$ cat config.mk
export PLATFORM = sky130hd
export DESIGN_NAME = stopwatch_lap_cu
export DESIGN_NICKNAME = d
export VERILOG_FILES = /design/src/rtl/stopwatch_lap_cu.sv
export SDC_FILE = /design/constraint.sdc
export NUM_CORES = 1
export LEC_CHECK = 0
export CORE_MARGIN = 5
export CORE_UTILIZATION = 45
export DETAILED_ROUTE_END_ITERATION = 16
export PLACE_DENSITY = 0.73
export SLEW_MARGIN = 0
export SYNTH_ARGS = -nofsm -noshare
export SYNTH_HDL_FRONTEND = slang
export SYNTH_SLANG_ARGS = --single-unit
$ cat constraint.sdc
create_clock -name clk -period 3.3 [get_ports clk]
set_clock_uncertainty 0.15 [all_clocks]
set_input_delay 0.495 -clock clk [delete_from_list [all_inputs] [get_ports clk]]
set_output_delay 0.495 -clock clk [all_outputs]
set_load 0.02 [all_outputs]
$ cat src/rtl/stopwatch_lap_cu.sv
// stopwatch_lap_cu
//   Lap/split control unit for the stopwatch. It turns four debounced button
//   pulses into the datapath's run enable and clear pulse. It also keeps a
//   small lap buffer and selects which time the display path shows.
//
// Ports
//   clk, rst                 clock, synchronous active-high reset
//   btn_runstop/clear/       single-cycle button pulses
//   btn_lap/recall           (priority runstop > clear > lap > recall)
//   i_msec/i_sec/i_min/i_hour  live time from the datapath
//   o_run_stop, o_clear      datapath run enable / one-cycle clear
//   o_msec/o_sec/o_min/o_hour  displayed time (live, split or recalled lap)
//   o_lap_cnt                number of valid lap entries (0..LAP_DEPTH)
//   o_lap_idx                lap entry shown while recalling
//   o_frozen                 display is not live (SPLIT or RECALL)
//   o_full                   lap buffer holds LAP_DEPTH entries
module stopwatch_lap_cu #(
    parameter int LAP_DEPTH = 4
) (
    input  logic                         clk,
    input  logic                         rst,
    input  logic                         btn_runstop,
    input  logic                         btn_clear,
    input  logic                         btn_lap,
    input  logic                         btn_recall,
    input  logic [6:0]                   i_msec,
    input  logic [5:0]                   i_sec,
    input  logic [5:0]                   i_min,
    input  logic [4:0]                   i_hour,
    output logic                         o_run_stop,
    output logic                         o_clear,
    output logic [6:0]                   o_msec,
    output logic [5:0]                   o_sec,
    output logic [5:0]                   o_min,
    output logic [4:0]                   o_hour,
    output logic [$clog2(LAP_DEPTH):0]   o_lap_cnt,
    output logic [$clog2(LAP_DEPTH)-1:0] o_lap_idx,
    output logic                         o_frozen,
    output logic                         o_full
);

    localparam int IW = $clog2(LAP_DEPTH);
    localparam int CW = IW + 1;

    typedef enum logic [2:0] {
        S_IDLE,
        S_RUN,
        S_SPLIT,
        S_STOP,
        S_RECALL,
        S_CLEAR
    } state_t;

    state_t         state, state_nx;

    logic [23:0]    live_time;
    logic [23:0]    split_q;
    logic [23:0]    shown;
    logic [23:0]    lap_mem [LAP_DEPTH];
    logic [CW-1:0]  lap_cnt_q;
    logic [IW-1:0]  lap_idx_q;
    logic           full;

    // Exactly one winner per cycle; lower-priority pulses are dropped even
    // when the winner has no effect in the current state.
    logic win_rs, win_cl, win_lp, win_rc;

    logic do_capture, do_clear, do_recall_start, do_recall_step;

    assign live_time = {i_hour, i_min, i_sec, i_msec};
    assign full      = (lap_cnt_q == CW'(LAP_DEPTH));

    assign win_rs = btn_runstop;
    assign win_cl = btn_clear  & ~btn_runstop;
    assign win_lp = btn_lap    & ~btn_runstop & ~btn_clear;
    assign win_rc = btn_recall & ~btn_runstop & ~btn_clear & ~btn_lap;

    always_comb begin
        state_nx        = state;
        do_capture      = 1'b0;
        do_clear        = 1'b0;
        do_recall_start = 1'b0;
        do_recall_step  = 1'b0;
        unique case (state)
            S_IDLE: begin
                if (win_rs) begin
                    state_nx = S_RUN;
                end else if (win_cl) begin
                    state_nx = S_CLEAR;
                    do_clear = 1'b1;
                end
            end
            S_RUN, S_SPLIT: begin
                if (win_rs) begin
                    state_nx = S_STOP;
                end else if (win_lp) begin
                    state_nx   = S_SPLIT;
                    do_capture = 1'b1;
                end
            end
            S_STOP: begin
                if (win_rs) begin
                    state_nx = S_RUN;
                end else if (win_cl) begin
                    state_nx = S_CLEAR;
                    do_clear = 1'b1;
                end else if (win_rc && lap_cnt_q != '0) begin
                    state_nx        = S_RECALL;
                    do_recall_start = 1'b1;
                end
            end
            S_RECALL: begin
                // runstop/clear only leave recall; the pulse is consumed.
                if (win_rs || win_cl) begin
                    state_nx = S_STOP;
                end else if (win_rc) begin
                    do_recall_step = 1'b1;
                end
            end
            S_CLEAR: begin
                state_nx = S_IDLE;
            end
            default: begin
                state_nx = S_IDLE;
            end
        endcase
    end

    always_ff @(posedge clk) begin
        if (rst) begin
            state     <= S_IDLE;
            split_q   <= '0;
            lap_cnt_q <= '0;
            lap_idx_q <= '0;
        end else begin
            state <= state_nx;
            if (do_clear) begin
                split_q   <= '0;
                lap_cnt_q <= '0;
                lap_idx_q <= '0;
            end
            if (do_capture) begin
                split_q <= live_time;
                if (!full) begin
                    lap_cnt_q <= lap_cnt_q + CW'(1);
                end
            end
            if (do_recall_start) begin
                lap_idx_q <= '0;
            end else if (do_recall_step) begin
                if ({1'b0, lap_idx_q} == lap_cnt_q - CW'(1)) begin
                    lap_idx_q <= '0;
                end else begin
                    lap_idx_q <= lap_idx_q + IW'(1);
                end
            end
        end
    end

    // Lap storage carries no reset; entries at or beyond lap_cnt are never shown.
    always_ff @(posedge clk) begin
        if (!rst && do_capture && !full) begin
            lap_mem[lap_cnt_q[IW-1:0]] <= live_time;
        end
    end

    always_comb begin
        shown = live_time;
        case (state)
            S_SPLIT:  shown = split_q;
            S_RECALL: shown = lap_mem[lap_idx_q];
            default:  shown = live_time;
        endcase
    end

    assign {o_hour, o_min, o_sec, o_msec} = shown;

    assign o_run_stop = (state == S_RUN) || (state == S_SPLIT);
    assign o_clear    = (state == S_CLEAR);
    assign o_frozen   = (state == S_SPLIT) || (state == S_RECALL);
    assign o_lap_cnt  = lap_cnt_q;
    assign o_lap_idx  = lap_idx_q;
    assign o_full     = full;

endmodule

==> results.cfg <==
[floorplan]
core-area_mm2 = 0.01211
num_io_pins = 63
chipHeight_um = 121.6
die_w_um = 121.6
die-area_mm2 = 0.01480
num_rows = 40
initial_core_util = 0.4631

[timing]
tightest_slew_ns = 0.7326
finalSetupViolCount = 0
hold_viol = 0
rsz0062_at_grt = false
fmax_mhz = 317.6
timing.final.ws_setup_ns = 0.1514
layout_min_cycle_time_ns = 3.149
fin_tns_setup_ns = 0
period_share = 0.9541
relSlewSlack = 0.5102
drv_slew = 0

[final_layout]
area.growth.synth_to_final_pct = 25.79
fin_util = 0.5825
design_area_mm2 = 0.007056
drive_above_1_share = 0.2037
nNetsFinal = 508
antenna_cells = 0

[synthesis]
ys.flop_type = edfxtp_1
synth_cell_types = 42
synth_top_area_share = 0.5139
async_flop_share = 0
synth_area_leader_cell = edfxtp_1
yosysSeqAreaShare = 0.6353
synthTopCellsByArea = edfxtp_1 51%, dfxtp_1 12%, mux4_2 9.6%
synth_edf_count = 96
ys_ff_latch = 130
syn_area_per_cell_um2 = 13.92
syn-cell-area_mm2 = 0.005609
synthCells = 403
syn_nets = 438
ys_warn_count = 0

[worst_setup_path]
start_kind = register
endpoint_kind = output port
crit_arrival_ns = 2.50
required_ns = 2.65
ff2ff_path_depth = 6
regToRegSetupSlack_ns = 0.90
cp_max_fo = 21
timing.rr.start = o_lap_cnt[0]$_SDFF_PP0_
r2r-end = lap_mem[1][8]$_DFFE_PP_
crit_type = register to output port

[hold_path]
hp-start = split_q[22]$_SDFFE_PP0P_
hold_path_depth = 2
hp-class = register to register
hold_end = split_q[22]$_SDFFE_PP0P_

[grt]
grt_overflow = 0
grt_max_degree = 28
grt_pass1_vias = 3733
track_usage = 0.1790
grt_pass1_wl_um = 20080
grt_antenna_before_repair = 1

[clock_network]
holdBufCountCts = 0
cts_buffer_depth = 2
cts.sinks = 130
ctsResizeCount = 0
htree_levels = 4
cts_tree = yes
numCtsBuffers = 17
path_clk_slew_ns = 0.06
cts_root_buf = clkbuf_16
post-cts-setup-buffers = 0
clk_latency_ns = 0.40

[pwr]
pwr_density_cell_mw_per_mm2 = 576.5
p_leak_nw = 2.325
peakVddDrop_v = 0.0003586
power_mw = 4.067

[route]
wire_per_inst_um = 19.28
drtIter0Drc = 291
remaining_drc_errors = 0
first_pass_iters = 5
detail-route-antenna-nets = 0
via_per_inst = 5.564
via_count = 3639
routed_wl_um = 12610

[placement]
dpl_worst_slack_ns = 0.3970
post-dp-hpwl_um = 7955
placed_area_mm2 = 0.006442
io_buffers = 62
place.gp.congestion = 0.7389

[job]
maxCapViolCount = 0

[status]
outcome = complete, no violations
[metal layers]
| layer | wire length (µm) | vias to the layer above | global-route usage |
|---|---|---|---|
| met5 | 7 | - | 0 |
| met4 | 272 | 2 | 0.07423 |
| met3 | 832 | 20 | 0.04875 |
| met2 | 6331 | 146 | 0.2895 |
| met1 | 5168 | 1814 | 0.2287 |
| li1 | - | 1657 | - |
[cells by family after synthesis]
logic type	synth area share
DFF	0.6353
muxes	0.09636
adders and majority gates	0.01115
xor gates and xnor gates	0.007809
buffers and inverters	0.03970
AOI/OAI and AO/OA	0.09369
and+or+nand+nor	0.1160
[stage by stage]
step	hold slack, ns	std cells
2_1_floorplan	0.2983	403
4_1_cts	0.3325	654
5_1_grt	0.3391	654
6_report	0.3326	654
3_3_place_gp	0.3049	622
3_5_place_dp	0.3227	622
[flip-flops by register name, indices dropped and copies added, names as in the netlist, named ones only]
| name | cells |
|---|---|
| lap_mem | 96 |
| split_q | 24 |
| o_lap_cnt | 3 |
| state | 3 |
| o_lap_idx | 2 |
[cell usage after synthesis, types with 2 or more instances]
cell and n:
a22oi_1 4, buf_1 2, xor2_1 2, ha_1 5, nor3b_4 2, a21oi_1 34
nand3_1 29, o21ai_1 2, nand2b_1 4, or3_1 3, nor2_1 4, and2_1 4
xnor2_1 3, buf_2 3, buf_6 6, mux4_2 24, nor3_1 4, dfxtp_1 34
a22oi_2 20, clkbuf_1 8, buf_4 10, edfxtp_1 96, inv_1 6, nor2b_1 2
nand2_1 75
[cells in the final DEF, fill, tap and decap left out, drive strengths merged, types with 4 or more instances in the layout]
master,Yosys,routed
nand3,29,29
nand2,75,75
a22oi,24,24
ha,5,5
and2,4,4
buf,21,19
mux4,24,24
inv,6,7
dfxtp,34,34
clkbuf,9,22
clkinv,0,4
nor3,5,5
a21oi,34,34
clkdlybuf4s50,0,62
nand2b,4,4
nor2,5,5
edfxtp,96,96
[final cells by class]
cell class,instances,area [µm²]
fill,934,5056
sequential,130,3566
multi-input combinational,237,1832
timing repair buffer,81,820.8
clock buffer,22,474.2
tap,168,210.2
clock inverter,10,130.1
inverter,6,22.52
[critical path, cell delays in order, from the launching register on]
cell and delay (ns):
dfxtp_1 0.44, nor3b_4 0.23, nor2_2 0.27, buf_6 0.32, a22oi_1 0.10, nand2_1 0.12, clkdlybuf4s50_1 0.61
[power by group]
group          total, mW  switching [mW]  leakage (nW)  internal [mW]
Combinational      0.390           0.221         0.897          0.169
Sequential          1.79          0.0207          1.14           1.77
Clock               1.88           0.643         0.289           1.24
Total               4.07           0.885          2.33           3.18
[worst max-delay path by stage]
stage / to / slack (ns) / startpoint / depth (start not counted)
floorplan: lap_mem[3][0]$_DFFE_PP_ / 0.02 / o_lap_cnt[0]$_SDFF_PP0_ / 5
global placement: lap_mem[1][8]$_DFFE_PP_ / 0.47 / btn_runstop / 6
detailed placement: lap_mem[1][8]$_DFFE_PP_ / 0.40 / btn_runstop / 6
CTS: o_hour[3] / 0.03 / state[0]$_SDFFE_PP0P_ / 6
global route: o_hour[3] / 0.06 / state[1]$_SDFFE_PP0P_ / 6
finish: o_hour[3] / 0.15 / state[1]$_SDFFE_PP0P_ / 6
Note: power is estimated with default switching activity, not from simulation.
